===== src/rtl/mask_index_encoder_if.sv =====
// Handshake bundle for mask_index_encoder: the load request, the index output stream,
// the completion pulse and the scan abort.
interface mask_index_encoder_if #(
  parameter int WIDTH = 32,
  parameter int IDXW  = 5
);
  logic             load_valid;
  logic             load_ready;
  logic [WIDTH-1:0] load_mask;
  logic             out_valid;
  logic             out_ready;
  logic [IDXW-1:0]  out_index;
  logic             out_last;
  logic             done;
  logic             flush;

  // The master side issues masks and consumes indices; the encoder is the slave.
  modport master (
    output load_valid, load_mask, out_ready, flush,
    input  load_ready, out_valid, out_index, out_last, done
  );

  modport slave (
    input  load_valid, load_mask, out_ready, flush,
    output load_ready, out_valid, out_index, out_last, done
  );
endinterface


===== src/rtl/mask_index_encoder.sv =====
// Sequential bitmask encoder: loads a WIDTH-bit mask and emits the index of each set
// bit, lowest first, one per output handshake.
module mask_index_encoder #(
  parameter int WIDTH = 32,
  parameter int IDXW  = 5
) (
  input logic                 clock,
  input logic                 ctrl_reset_n,
  mask_index_encoder_if.slave bus
);

  typedef enum logic {
    IDLE,
    SCAN
  } state_t;

  state_t           state;
  state_t           next_state;
  logic [WIDTH-1:0] pending;
  logic [WIDTH-1:0] next_pending;
  logic             done_q;
  logic             next_done;
  logic [IDXW-1:0]  lowest_idx;
  logic             single_bit;

  always_ff @(posedge clock or negedge ctrl_reset_n) begin
    if (!ctrl_reset_n) begin
      state   <= IDLE;
      pending <= '0;
      done_q  <= 1'b0;
    end else begin
      state   <= next_state;
      pending <= next_pending;
      done_q  <= next_done;
    end
  end

  // Lowest set bit of pending; an empty pending register encodes as index 0.
  always_comb begin
    lowest_idx = '0;
    for (int i = WIDTH - 1; i >= 0; i--) begin
      if (pending[i]) begin
        lowest_idx = IDXW'(i);
      end
    end
  end

  assign single_bit = (pending != '0) && ((pending & (pending - WIDTH'(1))) == '0);

  always_comb begin
    next_state   = state;
    next_pending = pending;
    next_done    = 1'b0;
    case (state)
      IDLE: begin
        if (bus.load_valid) begin
          if (bus.load_mask != '0) begin
            next_pending = bus.load_mask;
            next_state   = SCAN;
          end else begin
            next_done = 1'b1;
          end
        end
      end
      SCAN: begin
        // Flush wins over a same-cycle transfer and suppresses the done pulse.
        if (bus.flush) begin
          next_pending = '0;
          next_state   = IDLE;
        end else if (bus.out_ready) begin
          next_pending = pending & (pending - WIDTH'(1));
          if (single_bit) begin
            next_state = IDLE;
            next_done  = 1'b1;
          end
        end
      end
      default: begin
        next_state   = IDLE;
        next_pending = '0;
      end
    endcase
  end

  assign bus.load_ready = (state == IDLE);
  assign bus.out_valid  = (state == SCAN);
  assign bus.out_index  = lowest_idx;
  assign bus.out_last   = single_bit;
  assign bus.done       = done_q;

endmodule


===== src/flat_wrapper.sv =====
// flat-port wrapper written by rule: the top's interface ports become plain ports
module mask_index_encoder_flat 
#(
  parameter int WIDTH = 32,
  parameter int IDXW  = 5
)
  (clock, ctrl_reset_n, bus_load_valid, bus_load_mask, bus_out_ready, bus_flush, bus_load_ready, bus_out_valid, bus_out_index, bus_out_last, bus_done);
  mask_index_encoder_if #(.WIDTH(WIDTH), .IDXW(IDXW)) bus_i ();
  input logic clock;
  input logic ctrl_reset_n;
  input wire logic [$bits(bus_i.load_valid)-1:0] bus_load_valid;
  input wire logic [$bits(bus_i.load_mask)-1:0] bus_load_mask;
  input wire logic [$bits(bus_i.out_ready)-1:0] bus_out_ready;
  input wire logic [$bits(bus_i.flush)-1:0] bus_flush;
  output wire logic [$bits(bus_i.load_ready)-1:0] bus_load_ready;
  output wire logic [$bits(bus_i.out_valid)-1:0] bus_out_valid;
  output wire logic [$bits(bus_i.out_index)-1:0] bus_out_index;
  output wire logic [$bits(bus_i.out_last)-1:0] bus_out_last;
  output wire logic [$bits(bus_i.done)-1:0] bus_done;
  assign bus_i.load_valid = bus_load_valid;
  assign bus_i.load_mask = bus_load_mask;
  assign bus_i.out_ready = bus_out_ready;
  assign bus_i.flush = bus_flush;
  assign bus_load_ready = bus_i.load_ready;
  assign bus_out_valid = bus_i.out_valid;
  assign bus_out_index = bus_i.out_index;
  assign bus_out_last = bus_i.out_last;
  assign bus_done = bus_i.done;
  mask_index_encoder #(.WIDTH(WIDTH), .IDXW(IDXW)) u_core (.clock(clock), .ctrl_reset_n(ctrl_reset_n), .bus(bus_i));
endmodule

===== config.mk =====
export PLATFORM = sky130hd
export DESIGN_NAME = mask_index_encoder_flat
export DESIGN_NICKNAME = d
export VERILOG_FILES = /design/src/rtl/mask_index_encoder_if.sv /design/src/rtl/mask_index_encoder.sv /design/src/flat_wrapper.sv
export SDC_FILE = /design/constraint.sdc
export NUM_CORES = 1
export LEC_CHECK = 0
export CAP_MARGIN = 25
export CORE_MARGIN = 2
export CORE_UTILIZATION = 45
export DETAILED_ROUTE_END_ITERATION = 16
export PLACE_DENSITY_LB_ADDON = 0.15
export SETUP_SLACK_MARGIN = 0.5
export SYNTH_ARGS = -nofsm -noshare
export SYNTH_HDL_FRONTEND = slang
export SYNTH_SLANG_ARGS = --single-unit

===== constraint.sdc =====
create_clock -name clock -period 8.2 [get_ports clock]
set_input_delay 1.64 -clock clock [delete_from_list [all_inputs] [get_ports clock]]
set_output_delay 1.64 -clock clock [all_outputs]
set_load 0.02 [all_outputs]

**Word-level counts from Yosys, hierarchy flattened**

Cells that the tools add are included.

- Add/sub/neg operators: 1
- Equal/unequal tests: 3
- Muxes and demuxes: 49
- Bitwise gates (word level): 2
- Reduce and logical (&&, ||, !) cells: 5

Operators by type and width:

| kind | count |
|---|---|
| 2-to-1 mux 5 bit | 32 |
| 2-to-1 mux 32 bit | 4 |
| case mux 32 bit (2 select lines) | 1 |
| nonzero test 32 bit | 2 |
| bitwise AND 32 bit | 1 |
| logical NOT 32 bit | 1 |
| subtractor 32 x 1 -> 32 bit (second input constant) | 1 |
| 2-to-1 mux 1 bit | 10 |
| case mux 1 bit (2 select lines) | 2 |
| inequality test 3 bit (second input constant) | 1 |
| AND reduction 3 bit | 1 |
| inequality test 2 x 1 -> 1 bit (second input constant) | 1 |
| inequality test 2 bit (second input constant) | 1 |
| logical AND 1 bit | 1 |
| inverter 1 bit | 1 |

- Flip-flop bits (word level): 34
- Input bits: 37
- Output and inout port bits: 9
- Logic and storage cells: 63

**Longest topological paths before layout**

Gate-level depths: netlist of run 1.

- Depth in word-level cells: 32
- Gate-level depth with buffers: 9
- Depth with buffers taken out: 7

**Worst setup path after synthesis of run 1**

No wires, ideal clock.

- Path type: flip-flop to output port
- Start point: register u_core.pending[24]
- End point: output bus_out_last
- Data arrival time: 2,296 ps
- Data required time: 6,560 ps
- Path slack: 4,264 ps
- Cell stages (with the launch flop): 7
- Path buffers: 0
- Cells stage by stage: dfrtp_1 > or4_4 > or4_1 > o31ai_1 > nand2_1 > a2111oi_4 > and3_1

- Cells in the longest elaborated chain, start to end: 4
- Elaborated cells on any way between the ends: 5
- Classes of those cells: add/sub: 1; bitwise: 1; reduce/logical: 3

RTL lines:

| what | line | text |
|---|---|---|
| from (decl) | mask_index_encoder.sv:19 | `logic [WIDTH-1:0] pending;` |
| from (signal assigned) | mask_index_encoder.sv:33 | `pending <= next_pending;` |
| subtractor 32 x 1 -> 32 bit | mask_index_encoder.sv:48 | `assign single_bit = (pending != '0) && ((pending & (pending - WIDTH'(1))) == '0);` |
| bitwise AND 32 bit | mask_index_encoder.sv:48 |  |
| logical NOT 32 bit | mask_index_encoder.sv:48 |  |
| logical AND 1 bit (*) | mask_index_encoder.sv:48 |  |
| to (decl) | flat_wrapper.sv:18 | `output wire logic [$bits(bus_i.out_last)-1:0] bus_out_last;` |

Mark *: on every way between the ends. The rest lies on a longest branch, timed or not.

**Worst setup path after layout of run 1**

- Start point: register u_core.pending[3]
- End point: output bus_out_last

Same word-level chain as after synthesis.

==> qor.yml, run 1 <==
finalSetupViolations: 0
grt_max_degree: 35
diodes: 0
antenna_left: 0
dp_slack_ns: 3.61
via_count: 2479
ys_types: 53
grt_overflow: 0
core_sq_um: 5170
tightest_slew_ns: 0.650
synthArstFlopShare: 1.00
cts.sinks: 34
fin_tns_setup_ns: 0
nets: 369
final_cells: 402
area_growth_pct: 23.1
insertion_delay_ns: 0.29
ios: 46
gp_congestion: 0.959
critPathArrivalTime_ns: 3.31
clock_path_buffers: 2
drtIter0Drc: 155
drv_slew: 0
synth_edf_count: 0
crit_type: "register to output port"
holdBufCountCts: 0
post-route-util: 0.582
drv_cap: 0
syn_nets: 332
layout_commonest_cell: "clkdlybuf4s50_1"
syn_avg_cell_area_sq_um: 8.28
grt_pass1_vias: 2338
synth-seq-cells: 34
min_period_ns: 4.95
tritoncts: "yes"
antenna_found_initial: 0
pwr_density_cell_nw_per_um2: 218
start_util: 0.472
clock_skew_ns: 0.00989
first_pass_iters: 5
rsz0062_at_grt: "false"
cts_root_buffer: "clkbuf_8"
hp-class: "register to register"
cp-start-kind: "register"
cts_resized: 0
die_w_um: 77.7
layout_common_cells: "clkdlybuf4s50_1 (45), nand2_1 (36), dfrtp_1 (34)"
leakagePower_uw: 0.00117
rows: 26
hold_viol_final: 0
ys.flop_type: "dfrtp_1"
outcome: "complete, no violations"
clkSlewWorstSetupHoldPaths_ns: 0.07
multi_input_area_sq_um: 1470
cp.required_ns: 6.56
post-cts-setup-buffers: 0
slew_headroom: 0.567
clock.fmax_mhz: 202
drt-total-wl_um: 7050
port_buffers: 45
ir_drop_uv: 118
yosysSeqAreaShare: 0.348
ys_warn_count: 0
seqCellArea_sq_um: 851
post_drt_wl_per_cell_um: 17.5
die_h_um: 77.7
synth_area_sq_um: 2440
hpwl_um: 5070
finalPower_uw: 656
die_area_sq_um: 6040
cts_made_buffers: 5
fillerInstances: 480
cp-end-kind: "output port"
dp_cells: 394
route.detailed.drc: 0
period_share: 0.603
cp_max_fo: 8
drive_gt1_frac: 0.0783
netlist_instances: 295
vias_per_cell: 6.17
grt_pass1_wl_um: 11800
htree_levels: 2
grt.total_usage: 0.245
setup_ws_ns: 3.25
-- synth_stat cells, types with 2 or more instances --
library cell	count	share of area
clkbuf_1	12	0.018
nand4_1	3	0.0077
inv_1	10	0.015
and2_1	2	0.0051
a21o_1	2	0.0061
nor2_1	22	0.034
a22o_1	28	0.10
nand3_1	4	0.0082
or4_4	2	0.0092
o21ai_0	33	0.068
buf_2	2	0.0041
a31oi_1	2	0.0051
nor3_1	18	0.037
clkbuf_2	2	0.0041
a211oi_1	4	0.012
dfrtp_1	34	0.35
maj3_1	2	0.0082
or3_1	3	0.0077
nand2b_1	2	0.0051
or4_1	4	0.012
nor4_1	15	0.038
nand2_1	36	0.055
nor4_4	3	0.026
o31ai_1	4	0.012
o311ai_0	2	0.0072
a21oi_1	16	0.033
a21bo_2	2	0.0082
-- cell type report --
class,instances,share of cell area
tap,70,0.0291
clock buffer,7,0.0254
inverter,10,0.0125
sequential,34,0.283
multi-input combinational,232,0.487
timing repair buffer,49,0.163
-- flip-flops by register name (all words and copies together) (netlist names) --
| signal | count |
|---|---|
| u_core.bus.done | 1 |
| u_core.bus.out_valid | 1 |
| u_core.pending | 32 |
-- stage by stage --
stage | hold WS (ns) | cell area, sq um
floorplan | 0.513 | 2440
global placement | 0.551 | 2910
detailed placement | 0.555 | 2920
CTS | 0.578 | 2990
global route | 0.602 | 3010
finish | 0.574 | 3010
-- final timing paths --
path | slack, ns | startpoint | depth (start not counted) | end
max | 3.25 | u_core.pending[3]$_DFFE_PN0P_ | 7 | bus_out_last
min | 0.57 | u_core.pending[26]$_DFFE_PN0P_ | 1 | u_core.pending[26]$_DFFE_PN0P_
max reg2reg | 5.52 | u_core.pending[3]$_DFFE_PN0P_ | 7 | u_core.bus.out_valid$_DFF_PN0_
min reg2reg | 0.57 | u_core.pending[26]$_DFFE_PN0P_ | 1 | u_core.pending[26]$_DFFE_PN0P_
max in group asynchronous | 6.10 | ctrl_reset_n | 2 | u_core.pending[20]$_DFFE_PN0P_
min in group asynchronous | 1.77 | ctrl_reset_n | 2 | u_core.pending[8]$_DFFE_PN0P_
-- cell families (layout without fill, tap and decap cells) --
kind of cell | count (synthesis) | in the layout | share of synthesized area
multiplexers | 1 | 1 | 0.00410
buffers and inverters | 29 | 66 | 0.0543
AND/OR/NAND/NOR | 123 | 123 | 0.276
flip-flops | 34 | 34 | 0.348
AO/OA/AOI/OAI | 106 | 106 | 0.309
adder cells (fa/ha/maj) | 2 | 2 | 0.00819
-- worst max-delay path, cell delays in order, from the launching register on --
cell and delay, ns:
dfrtp_1 0.46, nor4_4 0.57, nand2_4 0.15, or3_1 0.45
a22o_1 0.24, a2111oi_4 0.33, and3_1 0.21, clkdlybuf4s50_1 0.60
-- power by group --
part	internal, uW	switching (uW)	total (uW)
Sequential	199	70.2	270
Combinational	124	143	268
Clock	58.5	60.5	119
Total	382	274	656
-- routing by layer --
layer / share of wire / track usage / vias up
met3: 0.052 / 0.0581 / 9
met1: 0.48 / 0.346 / 1195
met2: 0.46 / 0.369 / 76
met4: 0.011 / 0.0786 / 0
met5: 0 / 0 / -
li1: - / - / 1199
Note: power is estimated with default switching activity, not from simulation.
==> run 2, diff against run 1 <==
clock period = 4.54 ns   (was 8.2 ns; I/O delays follow)
==> qor.yml, run 2 (synthesis gave the netlist of run 1 again) <==
dp_cells: 395
antenna_left: 0
core_sq_um: 5170
min_to: "u_core.pending[26]$_DFFE_PN0P_"
final_cells: 410
tritoncts: "yes"
hold_path_startpoint: "u_core.pending[26]$_DFFE_PN0P_"
drtIter0Drc: 184
outcome: "complete, no violations"
hp-class: "register to register"
insertion_delay_ns: 0.29
nets: 376
vias_per_cell: 6.31
hold_depth: 1
grt_pass1_vias: 2360
cp-start-kind: "register"
rows: 26
die_h_um: 77.7
tightest_slew_ns: 0.659
cpLargestDelayFamily: "simple AND/OR/NAND/NOR gates"
cp-end-kind: "output port"
layout_common_cells: "clkdlybuf4s50_1 (44), nand2_1 (36), dfrtp_1 (34)"
cp.required_ns: 3.63
min_period_ns: 3.87
cts_made_buffers: 5
fin_tns_setup_ns: 0
clkSlewWorstSetupHoldPaths_ns: 0.07
drv_cap: 0
drv_slew: 0
grt_pass1_wl_um: 11800
diodes: 0
route.detailed.drc: 0
slew_headroom: 0.559
area_growth_pct: 26.1
critPathArrivalTime_ns: 2.96
reg2regPathDepth: 8
period_share: 0.852
largest-register: "u_core.pending"
first_pass_iters: 5
die_w_um: 77.7
crit_chain: "nor4_4, buf_4, nand2_4, or3_1, a22o_1, a2111oi_4, and3_1, dlygate4sd2_1"
ir_drop_uv: 186
clock.fmax_mhz: 258
pwr_density_cell_nw_per_um2: 400
via_count: 2587
crit_type: "register to output port"
die_area_sq_um: 6040
critical_path_buf_inv_count: 2
leakagePower_uw: 0.00123
post_drt_wl_per_cell_um: 17.6
port_buffers: 45
drive_gt1_frac: 0.109
gp_congestion: 0.975
cts.sinks: 34
fillerInstances: 468
ios: 46
cts_root_buffer: "clkbuf_8"
antenna_found_initial: 0
cp_max_fo: 9
drt-total-wl_um: 7200
hpwl_um: 5150
largest_reg_flops: 32
rrSetupSlack_ns: 1.94
slowest_delay_ns: 0.50
htree_levels: 2
timing.rr.start: "u_core.pending[0]$_DFFE_PN0P_"
rr_endpoint: "u_core.bus.done$_DFF_PN0_"
start_util: 0.472
grt.total_usage: 0.242
holdBufCountCts: 0
clock_path_buffers: 2
cp_slowest_cell: "dfrtp_1"
grt_max_degree: 35
finalSetupViolations: 0
hold_viol_final: 0
rsz0062_at_grt: "false"
layout_commonest_cell: "clkdlybuf4s50_1"
clock_skew_ns: 0.00891
grt_overflow: 0
[run 2: repair_timing]
action | in CTS | in global routing
endpoints found under the setup margin | 1 | 1
pin swaps | 4 | 1
gates resized for setup | 4 | 0
setup buffers | 7 | 0
[run 2: final cells by class]
cell class | instances | area [sq um] | area share
inverters | 10 | 37.5 | 0.0122
clock buffers | 7 | 86.3 | 0.0280
repair buffers | 56 | 532 | 0.173
clock inverters | 1 | 5.00 | 0.00162
multi-input cells | 232 | 1480 | 0.481
flip-flops and latches | 34 | 851 | 0.276
well taps | 70 | 87.6 | 0.0284
[run 2: power breakdown]
part | internal (uW) | switching (uW)
clock | 122 | 113
sequential | 360 | 129
combinational | 242 | 268
[run 2: metal layers]
metal  wire length [um]  vias up  track usage
met1               3250     1257        0.350
met5                  0        -            0
met2               3380      104        0.376
met3                500        8       0.0407
li1                   -     1218            -
met4                 73        0       0.0625
[run 2: worst max path at each step]
stage,start,to,cells after the start
finish,u_core.pending[0]$_DFFE_PN0P_,bus_out_last,8
global route,u_core.pending[24]$_DFFE_PN0P_,bus_out_last,7
detailed placement,u_core.pending[20]$_DFFE_PN0P_,bus_out_last,7
global placement,u_core.pending[20]$_DFFE_PN0P_,bus_out_last,7
CTS,u_core.pending[20]$_DFFE_PN0P_,bus_out_last,7
floorplan,u_core.pending[24]$_DFFE_PN0P_,bus_out_last,6
[run 2: through the flow]
stage	total power, uW	utilization	area, sq um	setup WS, ns	hold WS, ns
2_1_floorplan	803	-	2440	1.34	0.513
3_3_place_gp	959	0.563	2910	0.673	0.548
3_5_place_dp	963	0.565	2920	0.632	0.563
4_1_cts	1230	0.596	3080	0.693	0.587
5_1_grt	1310	0.596	3080	0.514	0.625
6_report	1230	0.596	3080	0.670	0.588
==> run 3, diff against run 2 <==
MAX_ROUTING_LAYER = met4   (was unset)
==> qor.yml, run 3 (synthesis gave the netlist of run 1 again) <==
fin_area_sq_um: 3050
grt_pass1_vias: 2318
critPathArrivalTime_ns: 2.92
cts_root_buffer: "clkbuf_8"
pwr_density_cell_nw_per_um2: 405
drv_cap: 0
post-route-util: 0.590
tightest_slew_ns: 0.668
finalSetupViolations: 0
crit_type: "register to output port"
drt-total-wl_um: 7360
ios: 46
hold_depth: 1
drive_gt1_frac: 0.104
period_share: 0.844
die_w_um: 77.7
hp-class: "register to register"
layout_commonest_cell: "clkdlybuf4s50_1"
setup_ws_ns: 0.708
hold_viol_final: 0
antenna_found_initial: 0
grt.total_usage: 0.259
clock_path_buffers: 2
fin_tns_setup_ns: 0
insertion_delay_ns: 0.29
nets: 373
cp-start-kind: "register"
diodes: 0
hold_path_startpoint: "u_core.pending[26]$_DFFE_PN0P_"
reg2regPathDepth: 7
antenna_left: 0
hpwl_um: 5220
grt_pass1_wl_um: 12100
clock_skew_ns: 0.00914
gp_congestion: 0.926
grt_overflow: 0
grt_max_degree: 35
cts_made_buffers: 5
cts.sinks: 34
largest_reg_flops: 32
clock.fmax_mhz: 261
core_sq_um: 5170
drv_slew: 0
slowest_delay_ns: 0.63
min_to: "u_core.pending[26]$_DFFE_PN0P_"
port_buffers: 45
rrSetupSlack_ns: 1.88
die_h_um: 77.7
layout_common_cells: "clkdlybuf4s50_1 (44), nand2_1 (36), dfrtp_1 (34)"
cp-end-kind: "output port"
post_drt_wl_per_cell_um: 18.1
cp.required_ns: 3.63
min_period_ns: 3.83
outcome: "complete, no violations"
clkSlewWorstSetupHoldPaths_ns: 0.07
drtIter0Drc: 210
tritoncts: "yes"
fillerInstances: 465
die_area_sq_um: 6040
via_count: 2547
area_growth_pct: 24.8
route.detailed.drc: 0
timing.rr.start: "u_core.pending[24]$_DFFE_PN0P_"
rsz0062_at_grt: "false"
ir_drop_uv: 212
htree_levels: 2
rr_endpoint: "u_core.bus.out_valid$_DFF_PN0_"
crit_chain: "nor2_1, o311ai_1, a211oi_1, nor3_1, o311ai_0, a311o_1, a31oi_1, clkdlybuf4s50_1"
dp_slack_ns: 0.645
first_pass_iters: 4
holdBufCountCts: 0
finalPower_uw: 1230
cp_slowest_cell: "clkdlybuf4s50_1"
dpl_cell_area_sq_um: 2920
largest-register: "u_core.pending"
vias_per_cell: 6.26
cp_max_fo: 7
start_util: 0.472
slew_headroom: 0.554
rows: 26
leakagePower_uw: 0.00120
-- run 3: cell types whose count changed in the layout (fill, tap and decap cells not counted) --
cell / change
buf_4: -3
clkbuf_2: +1
dlygate4sd2_1: -1
nor3_2: +1
nor3_4: -1
o311ai_0: -1
o311ai_1: +1
-- run 3: worst max-delay path, delay by kind of cell, from the launching register on --
family                 cells  cell delay [ns]
buffers and inverters      1             0.63
AND/OR/NAND/NOR            2             0.30
AO/OA/AOI/OAI              5             1.26
flip-flops                 1             0.46
-- run 3: final cells by class --
class | count | area, sq um | share of cell area
sequential | 34 | 851 | 0.279
inverter | 10 | 37.5 | 0.0123
multi-input combinational | 232 | 1480 | 0.484
clock inverter | 1 | 5.00 | 0.00164
clock buffer | 7 | 86.3 | 0.0283
timing repair buffer | 53 | 505 | 0.166
tap | 70 | 87.6 | 0.0287
-- run 3: repair_timing --
| action | 4_1_cts | 5_1_grt |
|---|---|---|
| buffers inserted | 4 | 0 |
| endpoints found under the setup margin | 1 | 2 |
| gates resized for setup | 3 | 3 |
| pin swaps | 2 | 0 |
-- run 3: per-stage QoR --
step / hold WS (ns) / std cells
global route: 0.627 / 407
CTS: 0.578 / 407
finish: 0.576 / 407
detailed placement: 0.559 / 395
floorplan: 0.513 / 295
global placement: 0.547 / 395
-- run 3: worst max-delay path by stage --
stage,from,end
6_report,u_core.pending[30]$_DFFE_PN0P_,bus_out_index[1]
5_1_grt,u_core.pending[24]$_DFFE_PN0P_,bus_out_last
4_1_cts,u_core.pending[24]$_DFFE_PN0P_,bus_out_last
3_5_place_dp,u_core.pending[24]$_DFFE_PN0P_,bus_out_last
3_3_place_gp,u_core.pending[20]$_DFFE_PN0P_,bus_out_last
2_1_floorplan,u_core.pending[24]$_DFFE_PN0P_,bus_out_last
-- run 3: layer usage --
metal | wire length [um] | GRT usage | vias up
met5 | 0 | - | -
met2 | 3400 | 0.391 | 94
li1 | - | - | 1206
met3 | 457 | 0.0523 | 10
met4 | 117 | 0.0768 | 0
met1 | 3380 | 0.352 | 1237
-- run 3: power by group --
| part | internal (uW) | switching [uW] | leakage, uW | total (uW) |
|---|---|---|---|---|
| combinational | 236 | 270 | 0.000720 | 506 |
| clock | 123 | 115 | 0.0000482 | 238 |
| sequential | 360 | 130 | 0.000433 | 490 |
